--- config.mk ---
export PLATFORM = sky130hd
export DESIGN_NAME = quad_direction_decoder
export DESIGN_NICKNAME = d
export VERILOG_FILES = /design/src/rtl/quad_direction_decoder.sv
export SDC_FILE = /design/constraint.sdc
export NUM_CORES = 1
export LEC_CHECK = 0
export BUFFER_PORTS_ARGS = -buffer_cell sky130_fd_sc_hd__buf_2
export CORE_MARGIN = 5
export CORE_UTILIZATION = 41
export DETAILED_ROUTE_END_ITERATION = 6
export GPL_TIMING_DRIVEN = 1
export HOLD_SLACK_MARGIN = 0.03
export PLACE_DENSITY_LB_ADDON = 0.1
export SYNTH_ARGS = -nofsm -noshare
export SYNTH_HDL_FRONTEND = slang
export SYNTH_SLANG_ARGS = --single-unit
export TNS_END_PERCENT = 10
--- constraint.sdc ---
create_clock -name clk -period 6.88 [get_ports clk]
set_clock_uncertainty 0.1 [all_clocks]
set_input_delay 0.688 -clock clk [delete_from_list [all_inputs] [get_ports clk]]
set_output_delay 0.688 -clock clk [all_outputs]
set_load 0.03 [all_outputs]
--- src/rtl/quad_direction_decoder.sv ---
// quad_direction_decoder: quadrature pair to direction, position, step strobe
// and sticky error, with input sync, glitch filter, still timeout, wrap/clamp.
module quad_direction_decoder #(
  parameter int CNT_W         = 16,
  parameter int SYNC_STAGES   = 2,
  parameter int FILTER_LEN    = 4,
  parameter int STILL_TIMEOUT = 1024,
  parameter bit SATURATE      = 1'b0
) (
  input  logic             clk,
  input  logic             reset,
  input  logic             sensor1_data,
  input  logic             sensor2_data,
  input  logic             clear,
  output logic [1:0]       direction,
  output logic [CNT_W-1:0] position,
  output logic             step_valid,
  output logic             error
);

  localparam int FW = $clog2(FILTER_LEN + 1);
  localparam int IW = $clog2(STILL_TIMEOUT + 1);

  localparam logic [1:0] DIR_CCW   = 2'b00;
  localparam logic [1:0] DIR_STILL = 2'b01;
  localparam logic [1:0] DIR_ERR   = 2'b10;
  localparam logic [1:0] DIR_CW    = 2'b11;

  localparam logic [CNT_W-1:0] POS_MAX =
    {1'b0, {(CNT_W-1){1'b1}}};
  localparam logic [CNT_W-1:0] POS_MIN =
    {1'b1, {(CNT_W-1){1'b0}}};

  localparam logic [FW-1:0] FILT_END = FW'(FILTER_LEN);
  localparam logic [IW-1:0] IDLE_END = IW'(STILL_TIMEOUT);

  typedef enum logic {
    INIT,
    TRACK
  } state_t;

  logic [SYNC_STAGES-1:0] sync1;
  logic [SYNC_STAGES-1:0] sync2;
  logic [1:0]             s;
  logic [1:0]             cand;
  logic [1:0]             acc;
  logic [FW-1:0]          fcnt;
  logic [FW-1:0]          fcnt_nx;
  logic                   acc_vld;
  logic                   acc_stb;
  logic                   accept;

  state_t                 state;
  state_t                 state_nx;
  logic [1:0]             ref_q;
  logic [1:0]             ref_nx;
  logic [1:0]             dir_nx;
  logic [CNT_W-1:0]       pos_nx;
  logic                   sv_nx;
  logic                   err_nx;
  logic [IW-1:0]          idle;
  logic [IW-1:0]          idle_nx;
  logic [1:0]             br;
  logic [1:0]             bn;
  logic [1:0]             delta;

  assign s = {sync2[SYNC_STAGES-1], sync1[SYNC_STAGES-1]};

  // Shift each raw sensor through its synchroniser chain
  always_ff @(posedge clk or negedge reset) begin
    if (!reset) begin
      sync1 <= '0;
      sync2 <= '0;
    end else begin
      sync1 <= {sync1[SYNC_STAGES-2:0], sensor1_data};
      sync2 <= {sync2[SYNC_STAGES-2:0], sensor2_data};
    end
  end

  // Run length of the current synchronised value, capped at FILTER_LEN
  assign fcnt_nx = (s != cand)         ? FW'(1) :
                   (fcnt == FILT_END)  ? fcnt   :
                                         fcnt + FW'(1);

  assign accept = (fcnt_nx == FILT_END) &&
                  (!acc_vld || (s != acc));

  // Glitch filter: accept a new pair after FILTER_LEN stable cycles
  always_ff @(posedge clk or negedge reset) begin
    if (!reset) begin
      cand    <= '0;
      fcnt    <= '0;
      acc     <= '0;
      acc_vld <= 1'b0;
      acc_stb <= 1'b0;
    end else begin
      cand    <= s;
      fcnt    <= fcnt_nx;
      acc_stb <= accept;
      if (accept) begin
        acc     <= s;
        acc_vld <= 1'b1;
      end
    end
  end

  // Gray code to ring index; delta 1 is clockwise, 3 anticlockwise
  assign br    = {ref_q[1], ref_q[1] ^ ref_q[0]};
  assign bn    = {acc[1], acc[1] ^ acc[0]};
  assign delta = bn - br;

  // Next state and next registered outputs
  always_comb begin
    state_nx = state;
    ref_nx   = ref_q;
    dir_nx   = direction;
    pos_nx   = position;
    sv_nx    = 1'b0;
    err_nx   = error;
    idle_nx  = idle;
    unique case (state)
      INIT: begin
        if (acc_stb) begin
          ref_nx   = acc;
          dir_nx   = DIR_STILL;
          idle_nx  = '0;
          state_nx = TRACK;
        end
      end
      TRACK: begin
        if (acc_stb) begin
          ref_nx  = acc;
          idle_nx = '0;
          unique case (1'b1)
            (delta == 2'd1): begin
              dir_nx = DIR_CW;
              sv_nx  = 1'b1;
              if (!(SATURATE && position == POS_MAX))
                pos_nx = position + CNT_W'(1);
            end
            (delta == 2'd3): begin
              dir_nx = DIR_CCW;
              sv_nx  = 1'b1;
              if (!(SATURATE && position == POS_MIN))
                pos_nx = position - CNT_W'(1);
            end
            default: begin
              dir_nx = DIR_ERR;
              err_nx = 1'b1;
            end
          endcase
        end else begin
          if (idle != IDLE_END)
            idle_nx = idle + IW'(1);
          if (idle_nx == IDLE_END)
            dir_nx = DIR_STILL;
        end
      end
      default: state_nx = INIT;
    endcase
    if (clear) begin
      pos_nx = '0;
      err_nx = 1'b0;
    end
  end

  // State, reference and output registers
  always_ff @(posedge clk or negedge reset) begin
    if (!reset) begin
      state      <= INIT;
      ref_q      <= '0;
      direction  <= DIR_ERR;
      position   <= '0;
      step_valid <= 1'b0;
      error      <= 1'b0;
      idle       <= '0;
    end else begin
      state      <= state_nx;
      ref_q      <= ref_nx;
      direction  <= dir_nx;
      position   <= pos_nx;
      step_valid <= sv_nx;
      error      <= err_nx;
      idle       <= idle_nx;
    end
  end

endmodule

==> key figures, run 1 <==
Placed design
  • Post-DP HPWL: approximately 4 mm
  • Pre-CTS WS: between 3 and 4 ns
  • PortBufs: 24
  • RD Place Congestion: just under 0.8

STA
  • Final setup margin: about 3.3 ns
  • Fmax: around 280 MHz
  • Final hold violation count: 0
  • Fin crit period: about 3.6 ns
  • Setup violators final: 0
  • Setup_tns: 0 ns
  • Relative slew slack: 0.296
  • Slew @ Worst Pin: ~1.1 ns
  • Fin. max-slew vios: 0
  • Period utilization: 0.519
  • Unrepaired setup endpoints after global routing: no

Drt
  • Vias per cell: around 5.2
  • Initial drt markers: 104
  • Vias: approximately 2200
  • DR pass1 iterations: 4
  • DRC errors left: 0
  • Avg WL per Cell: 13.8 um
  • Routed Antenna Nets: 0
  • Final Routed Wirelength: approximately 6 mm

Logic synthesis
  • Synth Warn #: 0
  • Cells after Synth: roughly 320
  • Top cells by area, synth: dfrtp_1 (40%), ha_1 (8.2%), xnor2_1 (4.8%)
  • Netlist cell types: between 50 and 60
  • Sequential share of the synthesized area: 0.405
  • Top FF cell, synth: dfrtp_1
  • Yosys top cell by area: dfrtp_1
  • Top post-synthesis cells by count: dfrtp_1 (46), nand2_1 (34), nor2_1 (29)
  • Asr flop ratio synth: 1.00
  • Post-Syn Area: 2910 um2
  • Yosys reg bits: 47
  • Syn nets: 340
  • Syn Area/Cell: between 9 and 10 um2
  • Most common cell in the netlist: dfrtp_1
  • Post-synth EDFFs: 0
  • Top cell type's share of synthesized area: 0.396

Run status
  • Status: completed

Worst setup path
  • Worst r2r path cells: 13
  • Kind of end point of the critical path: flip-flop
  • Worst path top cell family by delay: compound AO/OA/AOI/OAI gates
  • CP bufs+invs: 1
  • R2R Setup Slk: 3.31 ns
  • Max incr delay on CP: between 0.4 and 0.5 ns
  • Worst path required time: just under 7 ns
  • Crit-path cells: xnor2_1 > ha_1 > xor2_1 > xnor2_1 > or2_1 > inv_2 > ha_1 > a2111oi_0 > o21ai_1 > a21oi_1 > a211o_1 > o21bai_1 > o2111ai_1
  • CP Depth: 13
  • Startpoint Class: flip-flop
  • Reg2reg end: position[15]
  • Crit Path Class: reg2reg
  • Worst-path maximum fanout: 18
  • Arrival time at the worst endpoint: 3.64 ns
  • Reg2Reg Launch Point: acc[1]
  • Worst-path cell with the longest stage delay: dfrtp_1

GRT
  • Overall Global Routing Usage: 0.144
  • M2 GR Usage: 0.207
  • Vias in the first global route: 2111
  • Total gr overflow: 0
  • GR Util met3: 0.0329
  • Gr busiest metal: met1
  • First-pass GRT wire length: slightly above 10 mm
  • GR Util met1: 0.215
  • Initial antenna violation count: 0
  • Largest net degree at the start of global routing: between 40 and 50

Pwr
  • Peak supply drop: 0.109 mV
  • Power Total: ~0.95 mW
  • Leak: 1.51 nW
  • PwrDens: roughly 300 nW/um2

Floorplanning
  • FP Rows: 30
  • Die extent in x: 94.2 um
  • Die area: slightly below 9000 um2
  • Core Region: 6830 um2
  • Initial Util: 0.426
  • Die Y: around 94 um
  • Ports: 25

Worst hold path
  • Hold WC Path Type: reg2reg
  • Hold path start: sync2[0]
  • Hold Path Depth: 0
  • Hold path endpoint: sync2[1]

Finish
  • Share of cells above drive strength 1: 0.132
  • Synth-to-layout area growth: 9.46%
  • Filler cell count in the final layout: between 600 and 700
  • NumNets Final: approximately 360
  • Diodes inserted: 0

Clocking
  • Clock latency on the worst-skew pair: around 0.31 ns
  • Maximum clock path buffer count: 2
  • Post-CTS sizing: 0
  • Clock-pin slew on the worst setup and hold paths: about 0.10 ns
  • Root Buffer: clkbuf_8
  • Clock Sinks: 47
  • CTS tree: yes
  • Num CTS Buffers: 5
  • Post-CTS Setup Bufs: 0
  • Hold Buf Count CTS: 0
  • H-tree depth: 2

Run
  • Max-cap violations: 0
## placed cells by master (no fill, tap or decap), drive strengths merged, types with 2 or more instances in the layout
master    n
inv      14
a211o     2
a2111oi   2
a21o      5
o2111ai   4
buf      24
nand3b    7
nand2    34
a31oi     3
a211oi    3
o211ai    2
clkbuf    5
ha       19
nand4     5
and2      3
nor3      7
xnor2    16
nand2b    7
nor2     29
a21oi    22
nand3     8
o21ai    13
o31ai     2
nor2b     2
o21bai    2
or2       3
xor2     12
mux2      4
nor4b     4
and3      3
dfrtp    46
## final cells by class
type	count	area, um2	area share
clock buffers	5	68.8	0.0216
well taps	96	120	0.0377
inverters	12	45.0	0.0141
repair buffers	24	120	0.0377
clock inverters	3	27.5	0.00864
flip-flops and latches	47	1180	0.370
multi-input cells	242	1630	0.510
## sequential cells by signal, summed over array words and instances, names as in the netlist, 2 cells and up
name       count
idle          11
acc            2
fcnt           3
position      16
cand           2
ref_q          2
direction      2
sync1          2
sync2          2
## cells by family after synthesis
kind of cell / count (synthesis) / synth area share
buffers and inverters: 26 / 0.0366
AO/OA/AOI/OAI: 70 / 0.160
XOR/XNOR: 28 / 0.0843
adder cells (fa/ha/maj): 20 / 0.0886
AND/OR/NAND/NOR: 119 / 0.207
multiplexers: 5 / 0.0189
flip-flops: 47 / 0.405
## how the worst max path moves through the flow
stage                 from            to  slack, ns
finish              acc[1]  position[15]       3.31
global placement    acc[1]  position[15]       3.45
CTS                 acc[1]  position[15]       3.29
global route        acc[1]  position[14]       2.87
detailed placement  acc[1]  position[15]       3.33
floorplan           acc[1]  position[15]       3.66
## per-stage QoR
| step | util | cells | hold WS (ns) | instance area [um2] |
|---|---|---|---|---|
| 6_report | 0.466 | 429 | 0.259 | 3180 |
| 5_1_grt | 0.466 | 429 | 0.279 | 3180 |
| 4_1_cts | 0.466 | 429 | 0.265 | 3180 |
| 3_5_place_dp | 0.452 | 421 | 0.241 | 3090 |
| 3_3_place_gp | 0.452 | 421 | 0.233 | 3090 |
| 2_1_floorplan | - | 315 | 0.231 | 2910 |
## routing by layer
layer / wire length (um) / part of all wire / up-vias
li1: - / - / 1155
met1: 3170 / 0.54 / 1043
met2: 2420 / 0.41 / 38
met3: 270 / 0.046 / 5
met4: 57 / 0.0096 / 0
met5: 0 / 0 / -
## where the power goes
part	total, mW	internal [mW]	switching, mW
logic	0.392	0.164	0.228
registers	0.373	0.316	0.0567
clock network	0.185	0.0756	0.110
total	0.951	0.556	0.395
(Power assumes the default switching activity.)
==> run 2, diff against run 1 <==
==> constraint.sdc (replaced) <==
create_clock -name clk -period 2.9 [get_ports clk]
set_clock_uncertainty 0.1 [all_clocks]
set_input_delay 0.29 -clock clk [delete_from_list [all_inputs] [get_ports clk]]
set_output_delay 0.29 -clock clk [all_outputs]
set_load 0.03 [all_outputs]
==> key figures, run 2 (synthesis gave the netlist of run 1 again) <==
Clocking
  • CTS tree: yes
  • Root Buffer: clkbuf_8
  • Num CTS Buffers: 5
  • H-tree depth: 2
  • Clock-pin slew on the worst setup and hold paths: roughly 0.1 ns
  • Clock Sinks: 47
  • Clock latency on the worst-skew pair: between 0.3 and 0.4 ns
  • Maximum clock path buffer count: 2

Floorplanning
  • Die area: around 9000 um2
  • Die Y: between 90 and 100 um
  • FP Rows: 30
  • Core Region: around 6800 um2
  • Ports: 25
  • Die extent in x: ~94 um
  • Initial Util: 0.426

GRT
  • M2 GR Usage: 0.279
  • Total gr overflow: 0
  • GR Util met3: 0.0272
  • Largest net degree at the start of global routing: 37
  • Overall Global Routing Usage: 0.161
  • GR Util met1: 0.201
  • First-pass GRT wire length: around 11 mm
  • Vias in the first global route: 2407
  • Gr busiest metal: met2
  • Initial antenna violation count: 0

STA
  • Setup_tns: -0.527 ns
  • Slew @ Worst Pin: approximately 0.84 ns
  • WHS: 0.256 ns
  • Fin. max-slew vios: 0
  • Relative slew slack: 0.441
  • Final setup margin: -0.170 ns
  • Setup violators final: 7
  • Fin crit period: 3.07 ns
  • Unrepaired setup endpoints after global routing: yes
  • Period utilization: 1.06
  • Final hold violation count: 0
  • Fmax: ~330 MHz

Drt
  • Vias per cell: about 5.2
  • DRC errors left: 0
  • Avg WL per Cell: roughly 14 um
  • DR pass1 iterations: 4
  • Initial drt markers: between 50 and 60
  • Vias: 2468
  • Routed Antenna Nets: 0
  • Final Routed Wirelength: slightly below 7 mm

Finish
  • Filler cell count in the final layout: 636
  • NumNets Final: 404
  • Max reg flops: 16
  • Diodes inserted: 0
  • Commonest non-fill, non-tap cell in the layout: dfrtp_1
  • Most flops, register: position
  • Commonest non-fill, non-tap cells in the layout: dfrtp_1 (46), buf_4 (43), nand2_1 (34), nor2_1 (28), buf_2 (24)
  • Largest registers: position: 16 flops, idle: 11 flops, fcnt: 3 flops
  • Share of cells above drive strength 1: 0.300
  • Synth-to-layout area growth: 30.3%
  • Fin cells: about 480

Worst setup path
  • Worst r2r path cells: 12
  • Worst-path cell with the longest stage delay: dfrtp_1
  • Reg2reg end: position[14]
  • Startpoint Class: flip-flop
  • Worst path required time: 3.01 ns
  • Reg2Reg Launch Point: ref_q[0]
  • Crit-path cells: xor2_1 > ha_2 > xor2_2 > xnor2_1 > or2_4 > fa_2 > nand2b_4 > a21oi_4 > o211a_1 > o2111ai_2 > buf_4 > a311o_1
  • Crit Path Class: reg2reg
  • Kind of end point of the critical path: flip-flop
  • Worst path top cell family by delay: compound AO/OA/AOI/OAI gates
  • Worst-path maximum fanout: 4
  • Max incr delay on CP: roughly 0.41 ns
  • CP bufs+invs: 1
  • Arrival time at the worst endpoint: 3.18 ns
  • R2R Setup Slk: -0.17 ns

Worst hold path
  • Hold path start: sync2[0]
  • Hold WC Path Type: reg2reg
  • Hold Path Depth: 0
  • Hold path endpoint: sync2[1]

Placed design
  • Post-DP HPWL: 4.78 mm
  • PortBufs: 24
  • RD Place Congestion: between 0.7 and 0.8
  • DP Cell Count: 461
  • Pre-CTS WS: -0.371 ns

Pwr
  • Reported net switching power: 1.12 mW
  • PwrDens: a little under 800 nW/um2
  • Seq pwr share: 0.289
  • Leak: 1.77 nW
  • Switch share: 0.380
  • Peak supply drop: 0.546 mV
  • Comb power frac: 0.535
  • Int Power: about 1.8 mW
  • Clock share of power: 0.176

Run status
  • Violated checks: negative setup slack
  • Status: finished with violations

Run
  • Max-cap violations: 0
[run 2: worst max-delay path by stage]
stage	from	endpoint	slack, ns	cells past startpoint
CTS	ref_q[0]	position[15]	-0.19	13
floorplan	acc[1]	position[14]	-0.11	13
finish	ref_q[0]	position[14]	-0.17	12
global placement	ref_q[0]	position[15]	-0.25	13
detailed placement	ref_q[0]	position[15]	-0.37	13
global route	ref_q[0]	position[14]	-0.33	13
[run 2: timing repair]
action                                  4_1_cts  5_1_grt
pin swaps                                     7       15
endpoints found under the hold margin        35        0
endpoints found under the setup margin       11       12
resized for setup                             7       15
buffers inserted                              2        1
cloned                                        1        0
hold buffers                                  3        0
[run 2: per-layer routing]
| metal | part of all wire | vias up |
|---|---|---|
| met4 | 0.014 | 0 |
| met1 | 0.46 | 1187 |
| met2 | 0.50 | 27 |
| li1 | - | 1245 |
| met3 | 0.022 | 9 |
| met5 | 0 | - |
[run 2: power groups by stage]
stage,Sequential [mW],Clock [mW],Combinational [mW]
6_report,0.848,0.517,1.57
2_1_floorplan,0.867,0,0.901
3_5_place_dp,0.861,0,1.39
4_1_cts,0.847,0.535,1.49
5_1_grt,0.863,0.561,1.74
3_3_place_gp,0.857,0,1.39
[run 2: metrics by stage]
step            util  cell area [um2]  total power, mW
2_1_floorplan      -             3030             1.77
3_3_place_gp   0.512             3500             2.25
3_5_place_dp   0.512             3500             2.25
4_1_cts        0.542             3700             2.87
5_1_grt        0.555             3790             3.17
6_report       0.555             3790             2.94
[run 2: final cells by class]
class,instances,area (um2),share of cell area
multi-input cells,242,1840,0.485
well taps,96,120,0.0317
repair buffers,70,473,0.125
clock inverters,3,47.5,0.0125
clock buffers,5,68.8,0.0182
flip-flops and latches,47,1180,0.311
repair inverters,1,8.76,0.00231
inverters,12,57.6,0.0152
